--- src/rtl/reg_bus_pkg.sv ---
// Shared types for the register-bus arbiter: FSM encoding, owner ids and
// the per-master request record.
package reg_bus_pkg;

    typedef enum logic [1:0] {
        ST_IDLE = 2'd0,
        ST_ADDR = 2'd1,
        ST_WAIT = 2'd2,
        ST_DONE = 2'd3
    } state_t;

    localparam logic OWN_FW = 1'b0;
    localparam logic OWN_UA = 1'b1;

    typedef struct packed {
        logic        wr;
        logic [7:0]  addr;
        logic [31:0] wdata;
    } req_t;

    // Single pending master wins; on a tie the master not granted last wins.
    function automatic logic arb_pick(input logic fw_pend, input logic ua_pend,
                                      input logic last);
        if (fw_pend && ua_pend)
            return ~last;
        return ua_pend ? OWN_UA : OWN_FW;
    endfunction

endpackage

--- src/rtl/reg_bus_arbiter_req_hold.sv ---
// One-deep request holding register for one bus master, with pending flag
// and sticky overflow for strobes that arrive while a request is queued.
module reg_req_hold
    import reg_bus_pkg::*;
(
    input  logic        i_clk,
    input  logic        i_rst_n,
    input  logic        i_req,
    input  logic        i_wr,
    input  logic [7:0]  i_addr,
    input  logic [31:0] i_wdata,
    input  logic        i_take,
    output logic        o_pend,
    output logic        o_ovf,
    output req_t        o_req
);

    logic r_pend;
    logic r_ovf;
    req_t r_req;

    // The slot frees in the grant cycle, so a strobe landing then is kept.
    always_ff @(posedge i_clk) begin
        if (!i_rst_n) begin
            r_pend <= 1'b0;
            r_ovf  <= 1'b0;
            r_req  <= '0;
        end else begin
            if (i_req && (!r_pend || i_take)) begin
                r_req.wr    <= i_wr;
                r_req.addr  <= i_addr;
                r_req.wdata <= i_wdata;
                r_pend      <= 1'b1;
            end else if (i_take) begin
                r_pend <= 1'b0;
            end
            if (i_req && r_pend && !i_take)
                r_ovf <= 1'b1;
        end
    end

    assign o_pend = r_pend;
    assign o_ovf  = r_ovf;
    assign o_req  = r_req;

endmodule

--- src/rtl/reg_bus_arbiter.sv ---
// Two-master register bus arbiter (1394 link and UART debug) with a fixed
// read-mux latency and a one-cycle completion acknowledge per master.
module reg_bus_arbiter
    import reg_bus_pkg::*;
#(
    parameter int RD_LAT = 2
) (
    input  logic        sysclk,
    input  logic        reset,
    input  logic        fw_req,
    input  logic        fw_wr,
    input  logic [7:0]  fw_addr,
    input  logic [31:0] fw_wdata,
    output logic        fw_ack,
    output logic [31:0] fw_rdata,
    output logic        fw_ovf,
    input  logic        ua_req,
    input  logic        ua_wr,
    input  logic [7:0]  ua_addr,
    input  logic [31:0] ua_wdata,
    output logic        ua_ack,
    output logic [31:0] ua_rdata,
    output logic        ua_ovf,
    output logic [7:0]  reg_addr,
    output logic [31:0] reg_wdata,
    output logic        reg_wen,
    input  logic [31:0] reg_rdata,
    output logic        owner,
    output logic        busy
);

    localparam logic [3:0] LAT_M1 = 4'(RD_LAT - 1);

    logic        w_fw_pend, w_ua_pend;
    logic        w_fw_take, w_ua_take;
    req_t        w_fw_hreq, w_ua_hreq, w_sel;
    logic        w_win, w_grant, w_to_done;

    state_t      r_state;
    logic [3:0]  r_cnt;
    logic        r_last;
    logic        r_owner;
    logic        r_busy;
    logic        r_wr;
    logic [7:0]  r_addr;
    logic [31:0] r_wdata;
    logic        r_wen;
    logic        r_fw_ack, r_ua_ack;
    logic [31:0] r_fw_rdata, r_ua_rdata;

    reg_req_hold u_fw_hold (
        .i_clk   (sysclk),
        .i_rst_n (reset),
        .i_req   (fw_req),
        .i_wr    (fw_wr),
        .i_addr  (fw_addr),
        .i_wdata (fw_wdata),
        .i_take  (w_fw_take),
        .o_pend  (w_fw_pend),
        .o_ovf   (fw_ovf),
        .o_req   (w_fw_hreq)
    );

    reg_req_hold u_ua_hold (
        .i_clk   (sysclk),
        .i_rst_n (reset),
        .i_req   (ua_req),
        .i_wr    (ua_wr),
        .i_addr  (ua_addr),
        .i_wdata (ua_wdata),
        .i_take  (w_ua_take),
        .o_pend  (w_ua_pend),
        .o_ovf   (ua_ovf),
        .o_req   (w_ua_hreq)
    );

    assign w_win     = arb_pick(w_fw_pend, w_ua_pend, r_last);
    assign w_grant   = (r_state == ST_IDLE) && (w_fw_pend || w_ua_pend);
    assign w_fw_take = w_grant && (w_win == OWN_FW);
    assign w_ua_take = w_grant && (w_win == OWN_UA);
    assign w_sel     = (w_win == OWN_UA) ? w_ua_hreq : w_fw_hreq;
    assign w_to_done = ((r_state == ST_ADDR) && (RD_LAT <= 1)) ||
                       ((r_state == ST_WAIT) && (r_cnt == 4'd1));

    always_ff @(posedge sysclk) begin
        if (!reset) begin
            r_state    <= ST_IDLE;
            r_cnt      <= 4'd0;
            r_last     <= OWN_UA;
            r_owner    <= OWN_FW;
            r_busy     <= 1'b0;
            r_wr       <= 1'b0;
            r_addr     <= 8'd0;
            r_wdata    <= 32'd0;
            r_wen      <= 1'b0;
            r_fw_ack   <= 1'b0;
            r_ua_ack   <= 1'b0;
            r_fw_rdata <= 32'd0;
            r_ua_rdata <= 32'd0;
        end else begin
            r_wen    <= 1'b0;
            r_fw_ack <= 1'b0;
            r_ua_ack <= 1'b0;
            case (r_state)
                ST_IDLE: begin
                    if (w_grant) begin
                        r_addr  <= w_sel.addr;
                        r_wdata <= w_sel.wdata;
                        r_wen   <= w_sel.wr;
                        r_wr    <= w_sel.wr;
                        r_owner <= w_win;
                        r_busy  <= 1'b1;
                        // Pointer moves only when a tie is actually resolved.
                        if (w_fw_pend && w_ua_pend)
                            r_last <= w_win;
                        r_state <= ST_ADDR;
                    end
                end
                ST_ADDR: begin
                    r_cnt   <= LAT_M1;
                    r_state <= (RD_LAT > 1) ? ST_WAIT : ST_DONE;
                end
                ST_WAIT: begin
                    r_cnt <= r_cnt - 4'd1;
                    if (r_cnt == 4'd1)
                        r_state <= ST_DONE;
                end
                ST_DONE: begin
                    r_busy  <= 1'b0;
                    r_state <= ST_IDLE;
                end
                default: r_state <= ST_IDLE;
            endcase

            // Read data is sampled on the edge into DONE and held until the next ack.
            if (w_to_done) begin
                if (r_owner == OWN_FW) begin
                    r_fw_ack   <= 1'b1;
                    r_fw_rdata <= r_wr ? 32'd0 : reg_rdata;
                end else begin
                    r_ua_ack   <= 1'b1;
                    r_ua_rdata <= r_wr ? 32'd0 : reg_rdata;
                end
            end
        end
    end

    assign fw_ack    = r_fw_ack;
    assign fw_rdata  = r_fw_rdata;
    assign ua_ack    = r_ua_ack;
    assign ua_rdata  = r_ua_rdata;
    assign reg_addr  = r_addr;
    assign reg_wdata = r_wdata;
    assign reg_wen   = r_wen;
    assign owner     = r_owner;
    assign busy      = r_busy;

endmodule

--- config.mk ---
export PLATFORM = sky130hd
export DESIGN_NAME = reg_bus_arbiter
export DESIGN_NICKNAME = d
export VERILOG_FILES = /design/src/rtl/reg_bus_pkg.sv /design/src/rtl/reg_bus_arbiter_req_hold.sv /design/src/rtl/reg_bus_arbiter.sv
export SDC_FILE = /design/constraint.sdc
export NUM_CORES = 1
export LEC_CHECK = 0
export BUFFER_PORTS_ARGS = -buffer_cell sky130_fd_sc_hd__buf_2
export CORE_MARGIN = 4
export CORE_UTILIZATION = 54
export CTS_BUF_LIST = sky130_fd_sc_hd__clkbuf_4
export CTS_CLUSTER_DIAMETER = 200
export DETAILED_ROUTE_END_ITERATION = 8
export PLACE_DENSITY = 0.85
export REMOVE_ABC_BUFFERS = 1
export SYNTH_ARGS = -nofsm -noshare
export SYNTH_HDL_FRONTEND = slang
export SYNTH_SLANG_ARGS = --single-unit
--- constraint.sdc ---
create_clock -name sysclk -period 2.2 [get_ports sysclk]
set_input_delay 0.33 -clock sysclk [delete_from_list [all_inputs] [get_ports sysclk]]
set_output_delay 0.33 -clock sysclk [all_outputs]
set_load 0.01 [all_outputs]
==> impl_metrics.toml, run 1 <==
[setup_path]
regToRegEndpoint = "reg_wdata[4]"
startpoint = "r_state[0]"
cp_cell_sequence = "inv_1 > ha_2 > nand2_1 > and2b_1 > buf_4 > a222oi_1 > nor2b_1"
rr_startpoint = "r_state[0]"
worst-path-max-fanout = 32
reg2reg_depth = 7
required_ns = 2.76
worstPathArrival_ns = 2.53
critPathKind = "reg2reg"
worstSetupStartpointType = "flop"
endpoint_kind = "flop"
worst-r2r-setup-slack_ns = 0.23
critical-path-slowest-cell = "buf_4"
worst_path_largest_cell_delay_ns = 0.36

[logic_synthesis]
yosys.area_share.adder_pct = 0.914
synthCells = 941
ys_seq_area_share_pct = 49.5
yosys.area_share.simple_pct = 22.5
synth_compound_area_share_pct = 16.3
ys_ff_latch = 203
ys_warn_count = 0
avgSynthCellArea_um2 = 8.73
syn-cell-area_um2 = 8210
async_flop_share_pct = 0
synth_top_family_by_area = "simple AND/OR/NAND/NOR gates"
synth.most_common_cell = "nand2_1"
synthXorXnorAreaFrac_pct = 0.107
synth-edff-count = 0
yosys.area.top_type_share_pct = 49.5
synth_mux_area_share_pct = 5.12
yosysTopAreaCell = "dfxtp_1"
ys.flop_type = "dfxtp_1"
synth_cell_types = 40
yosys-top-cells-area = "dfxtp_1 49%, nand2_1 12%, nor2b_1 5.5%"
synth_common_cells = "268 x nand2_1, 203 x dfxtp_1, 72 x nor2b_1"

[sta]
tightest_slew_ns = 0.484
setup_viol = 0
setup_tns_ns = 0
grt_setup_unrepaired = "false"
clock-skew-final_ns = 0.0417
max_freq_mhz = 509
fin_crit_ns = 1.97
maxSlewViolCount = 0
maxSlewHeadroom_pct = 67.7
timing.hold.ws_ns = 0.0743
fin_crit_sh_pct = 89.3
finalWorstSetupSlack_ns = 0.235
final_hold_viol_count = 0

[final_layout]
syn2layout_area_growth_pct = 32.3
nets = 1370
drive_gt1_share_pct = 25.8
final_area_um2 = 10900
fill_cells = 994
antenna_cells = 0
register_area_um2 = 4060
multiInputGateArea_um2 = 3710

[grt]
overflow = 0
grt_pass1_wl_mm = 38.8
grt_max_degree = 88
antenna_found_initial = 0
grtUsageTotal_pct = 26.7
grt_pass1_vias = 7920

[clock_network]
clk_latency_ns = 0.64
tritoncts = "built"
clock_path_buffers = 3
clk_pin_slew_ns = 0.07
cts_sinks = 203
h-tree-depth = 2
cts_buffers = 50
cts_root_buffer = "clkbuf_4"

[place]
hpwlAfterDp_mm = 13.9
port_buffers = 228
place_ws_ns = 0.253
place_area_um2 = 9450
place_congestion = 0.820

[drt]
routed_wl_mm = 24.4
drt_pass1_iterations = 6
wl_per_cell_um = 16.7
drt-vias-per-instance = 5.55
dr.first_iter.drc_count = 839
vias = 8081
drtAntennaViolNets = 0
drc = 0

[run_status]
outcome = "complete, no violations"

[min_path]
hold_depth = 2
hold_path.class = "in2reg"
min_from = "reset"
whs_endpoint = "u_ua_hold.o_pend"

[power]
power_w = 0.00938
irDropWorstVdd_uv = 497
p_per_area_nw_per_um2 = 863
power_leakage_nw = 4.71

[die]
die_area_um2 = 17200
rows = 44
core-area_um2 = 14700
top_level_ports = 229
fp.dieW_um = 131
start_util_pct = 55.9
die_h_um = 131

[job]
cap_violations = 0
[metal layers]
| metal | vias to the layer above | GRT usage [%] | share of wire [%] |
|---|---|---|---|
| met4 | 0 | 11.0 | 2.6 |
| met5 | - | 0 | 0 |
| met1 | 3717 | 32.6 | 39 |
| met3 | 65 | 7.30 | 10 |
| met2 | 486 | 45.0 | 48 |
| li1 | 3813 | - | - |
[registers in the layout (all words and copies together) (netlist names)]
name,flops
u_fw_hold.o_req,41
u_ua_hold.o_req,41
fw_rdata,32
reg_wdata,32
ua_rdata,32
reg_addr,8
r_cnt,4
r_state,2
busy,1
fw_ack,1
owner,1
r_last,1
r_wr,1
reg_wen,1
u_fw_hold.o_ovf,1
u_fw_hold.o_pend,1
u_ua_hold.o_ovf,1
u_ua_hold.o_pend,1
ua_ack,1
[cell usage in the layout (no fill, tap or decap), types with 28 or more instances in the layout]
cell type,synthesis,final
clkbuf_4,0,67
a21boi_0,44,44
a21boi_1,28,28
mux2i_1,42,42
a222oi_1,38,38
nor2b_1,72,70
o21ai_0,50,50
dlygate4sd3_1,0,84
nand2_1,268,268
dfxtp_1,203,203
buf_2,18,227
nand3_1,52,52
[how the worst max path moves through the flow]
stage,to,cells after the start
CTS,reg_wdata[27],7
global placement,reg_wdata[26],7
finish,reg_wdata[4],7
detailed placement,reg_wdata[27],7
floorplan,u_fw_hold.o_req[0],5
global route,reg_wdata[4],7
[critical path: cells and delay by family, from the launching register on]
kind	cells	cell delay (ns)
AO/OA/AOI/OAI	1	0.19
AND/OR/NAND/NOR	3	0.59
flip-flops	1	0.32
adder cells (fa/ha/maj)	1	0.33
buffers and inverters	2	0.47
[per-stage QoR]
stage,std cells,utilization [%]
after detailed placement,1294,64.3
after global placement,1294,64.3
after floorplan,863,-
after global routing,1455,73.9
final,1455,73.9
after CTS,1455,73.9
[area by class of cell]
cell class | count | area share [%]
multi-input cells | 645 | 34.1
clock inverters | 10 | 0.668
well taps | 184 | 2.12
repair buffers | 331 | 20.5
clock buffers | 67 | 4.63
inverters | 15 | 0.518
flip-flops and latches | 203 | 37.4
[power by group]
group | switching (W) | internal [W] | leakage, nW | total, W
Clock | 0.00146 | 0.00151 | 0.336 | 0.00297
Combinational | 0.00128 | 0.000889 | 2.72 | 0.00217
Sequential | 0.000231 | 0.00400 | 1.65 | 0.00423
[timing repair]
action,4_1_cts,5_1_grt
hold buffers,84,0
endpoints found under the hold margin,85,0
endpoints found under the setup margin,0,5
resized for setup,0,1
buffers inserted,0,0
[cell families (layout without fill, tap and decap cells)]
group                      Yosys count  after routing
DFF                                203            203
xor gates and xnor gates             1              1
and+or+nand+nor                    413            413
muxes                               42             42
AOI/OAI and AO/OA                  183            183
buffers and inverters               93            423
adders and majority gates            6              6
(Power assumes the default switching activity.)
==> run 2, diff against run 1 <==
--- a/config.mk
+++ b/config.mk
@@ -5,13 +5,13 @@
 export SDC_FILE = /design/constraint.sdc
 export NUM_CORES = 1
 export LEC_CHECK = 0
-export BUFFER_PORTS_ARGS = -buffer_cell sky130_fd_sc_hd__buf_2
 export CORE_MARGIN = 4
-export CORE_UTILIZATION = 54
+export CORE_UTILIZATION = 65
 export CTS_BUF_LIST = sky130_fd_sc_hd__clkbuf_4
 export CTS_CLUSTER_DIAMETER = 200
 export DETAILED_ROUTE_END_ITERATION = 8
-export PLACE_DENSITY = 0.85
+export DONT_BUFFER_PORTS = 1
+export PLACE_DENSITY = 0.84
 export REMOVE_ABC_BUFFERS = 1
 export SYNTH_ARGS = -nofsm -noshare
 export SYNTH_HDL_FRONTEND = slang
==> impl_metrics.toml, run 2 <==
[run_status]
outcome = "aborted with a tool error"
lastStage = "4_1_cts"
firstError = "[ERROR RSZ-0060] Max buffer count reached."

[logic_synthesis]
syn-cell-area_um2 = 8210
ys_ff_latch = 203
synthCells = 941
async_flop_share_pct = 0
avgSynthCellArea_um2 = 8.73
ys.flop_type = "dfxtp_1"
ys_seq_area_share_pct = 49.5
yosysTopAreaCell = "dfxtp_1"
yosys.area.top_type_share_pct = 49.5
ys_warn_count = 0
yosys-top-cells-area = "dfxtp_1 49%, nand2_1 12%, nor2b_1 5.5%"
synth_cell_types = 40
synth.most_common_cell = "nand2_1"
synth-edff-count = 0
synth_common_cells = "268 x nand2_1, 203 x dfxtp_1, 72 x nor2b_1"

[clock_network]
postCtsSetupBuffers = 0
h-tree-depth = 2
cts_sinks = 203
cts_buffers = 49
cts_hold_buf = 226
clock_path_buffers = 3
cts_root_buffer = "clkbuf_4"
cts-resized-gates = 0

[die]
top_level_ports = 229
die_h_um = 120
fp.dieW_um = 120
rows = 40
start_util_pct = 67.2

[place]
place_congestion = 0.820
port_buffers = 0
hpwlAfterDp_mm = 12.7
place_ws_ns = 0.294
-- run 2: kinds of logic after synthesis --
group                    share of synthesized area [%]
buffers and inverters                             5.64
AND/OR/NAND/NOR                                   22.5
multiplexers                                      5.12
adder cells (fa/ha/maj)                          0.914
flip-flops                                        49.5
AO/OA/AOI/OAI                                     16.3
XOR/XNOR                                         0.107
-- run 2: metrics by stage --
step           cell area (µm²)  utilization, %  std cells
2_1_floorplan             7800               -        863
3_3_place_gp              8150            66.8       1043
3_5_place_dp              8150            66.8       1043
==> run 3, diff against run 2 <==
--- a/config.mk
+++ b/config.mk
@@ -6,12 +6,10 @@
 export NUM_CORES = 1
 export LEC_CHECK = 0
 export CORE_MARGIN = 4
-export CORE_UTILIZATION = 65
-export CTS_BUF_LIST = sky130_fd_sc_hd__clkbuf_4
-export CTS_CLUSTER_DIAMETER = 200
+export CORE_UTILIZATION = 40
 export DETAILED_ROUTE_END_ITERATION = 8
 export DONT_BUFFER_PORTS = 1
-export PLACE_DENSITY = 0.84
+export PLACE_DENSITY_LB_ADDON = 0.15
 export REMOVE_ABC_BUFFERS = 1
 export SYNTH_ARGS = -nofsm -noshare
 export SYNTH_HDL_FRONTEND = slang
==> impl_metrics.toml, run 3 (synthesis results as in run 1) <==
[run_status]
outcome = "complete, no violations"

[clock_network]
cts_root_buffer = "clkbuf_16"
h-tree-depth = 1
clk_pin_slew_ns = 0.06
cts_buffers = 23
cts-resized-gates = 0
cts_sinks = 203
tritoncts = "built"
clk_latency_ns = 0.50
clock_path_buffers = 3

[sta]
maxSlewHeadroom_pct = 34.7
tightest_slew_ns = 0.977
clock-skew-final_ns = 0.00787
maxSlewViolCount = 0
max_freq_mhz = 479
fin_crit_ns = 2.09
finalWorstSetupSlack_ns = 0.111
fin_crit_sh_pct = 95.0
grt_setup_unrepaired = "false"
final_hold_viol_count = 0
setup_viol = 0

[final_layout]
nets = 1133
stdcell_count = 1295
multiInputGateArea_um2 = 3710
final_cell_mix = "268 x nand2_1, 203 x dfxtp_1, 102 x dlygate4sd3_1"
drive_gt1_share_pct = 5.77
final_common_cell = "nand2_1"
syn2layout_area_growth_pct = 24.3
fill_cells = 1926
final_util_pct = 50.5
register_area_um2 = 4060

[setup_path]
worst_path_largest_cell_delay_ns = 0.57
regToRegEndpoint = "u_ua_hold.o_req[24]"
critical-path-slowest-cell = "dlygate4sd3_1"
worstSetupStartpointType = "flop"
cp-endpoint = "u_ua_hold.o_req[24]"
critPathKind = "reg2reg"
startpoint = "r_state[1]"
worst-r2r-setup-slack_ns = 0.11
required_ns = 2.64
cp.depth = 8
cp_cell_sequence = "inv_1 > ha_1 > a21boi_4 > o21ai_4 > buf_12 > nand3_1 > o21ai_0 > dlygate4sd3_1"
worst-path-max-fanout = 27
reg2reg_depth = 8
endpoint_kind = "flop"
worstPathArrival_ns = 2.53
crit_family = "buffers and inverters"
rr_startpoint = "r_state[1]"
worst-path-buf-inv = 3

[die]
die_area_um2 = 22900
rows = 52
core-area_um2 = 20200
fp.dieW_um = 151
start_util_pct = 40.6
top_level_ports = 229
die_h_um = 151

[drt]
drt_pass1_iterations = 7
vias = 6803
drtAntennaViolNets = 0
wl_per_cell_um = 19.2
drt-vias-per-instance = 5.25
drc = 0
dr.first_iter.drc_count = 478
routed_wl_mm = 24.9

[place]
dp.cells = 1147
port_buffers = 0
place_ws_ns = 0.363
hpwlAfterDp_mm = 13.2
place_congestion = 0.729

[power]
irDropWorstVdd_uv = 547
p_per_area_nw_per_um2 = 970
power_leakage_nw = 3.74

[job]
cap_violations = 0

[min_path]
hold_path.class = "in2reg"
min_from = "reset"

[grt]
overflow = 0
grt_pass1_vias = 6755
grt_pass1_wl_mm = 37.9
antenna_found_initial = 5
grtUsageTotal_pct = 20.8
grt_max_degree = 100
run 3: repair_timing:
action / 4_1_cts / 5_1_grt
hold buffers: 104 / 1
buffers inserted: 0 / 1
endpoints found under the hold margin: 114 / 1
setup endpoints to repair: 0 / 2
run 3: worst min path at each step:
stage,endpoint,slack [ns],cells past startpoint
6_report,r_state[1],0.01,2
5_1_grt,r_cnt[3],0.008,1
4_1_cts,u_ua_hold.o_req[25],0.0009,2
3_5_place_dp,u_fw_hold.o_req[16],0.45,2
3_3_place_gp,r_last,0.42,1
2_1_floorplan,r_last,0.39,1
run 3: stage by stage:
step                      instance area [µm²]  hold slack (ns)  total power [W]  TNS (ns)
final                                   10200           0.0110          0.00990         0
after global routing                    10200          0.00805           0.0104         0
after CTS                               10200         0.000921          0.00997         0
after detailed placement                 8370            0.446          0.00605         0
after global placement                   8370            0.421          0.00603         0
after floorplan                          7800            0.392          0.00545    -99.73
run 3: final cells by class:
class                   instances  area share (%)
inverters                      15           0.552
clock buffers                  35            6.57
flip-flops and latches        203            39.8
multi-input cells             645            36.3
well taps                     270            3.31
repair buffers                121            13.0
clock inverters                 3           0.392
diodes                          3          0.0735
run 3: metal layers:
| metal | GRT usage, % | vias up | wire, µm |
|---|---|---|---|
| li1 | - | 3335 | - |
| met1 | 26.0 | 3181 | 10600 |
| met2 | 34.7 | 251 | 11200 |
| met3 | 7.54 | 34 | 2810 |
| met4 | 4.22 | 2 | 362 |
| met5 | 0 | - | 13 |
run 3: where the power goes:
group,switching [W],total (W),internal (W)
Sequential,0.000305,0.00431,0.00400
Clock,0.00145,0.00364,0.00219
Combinational,0.00117,0.00195,0.000778
Total,0.00292,0.00990,0.00698
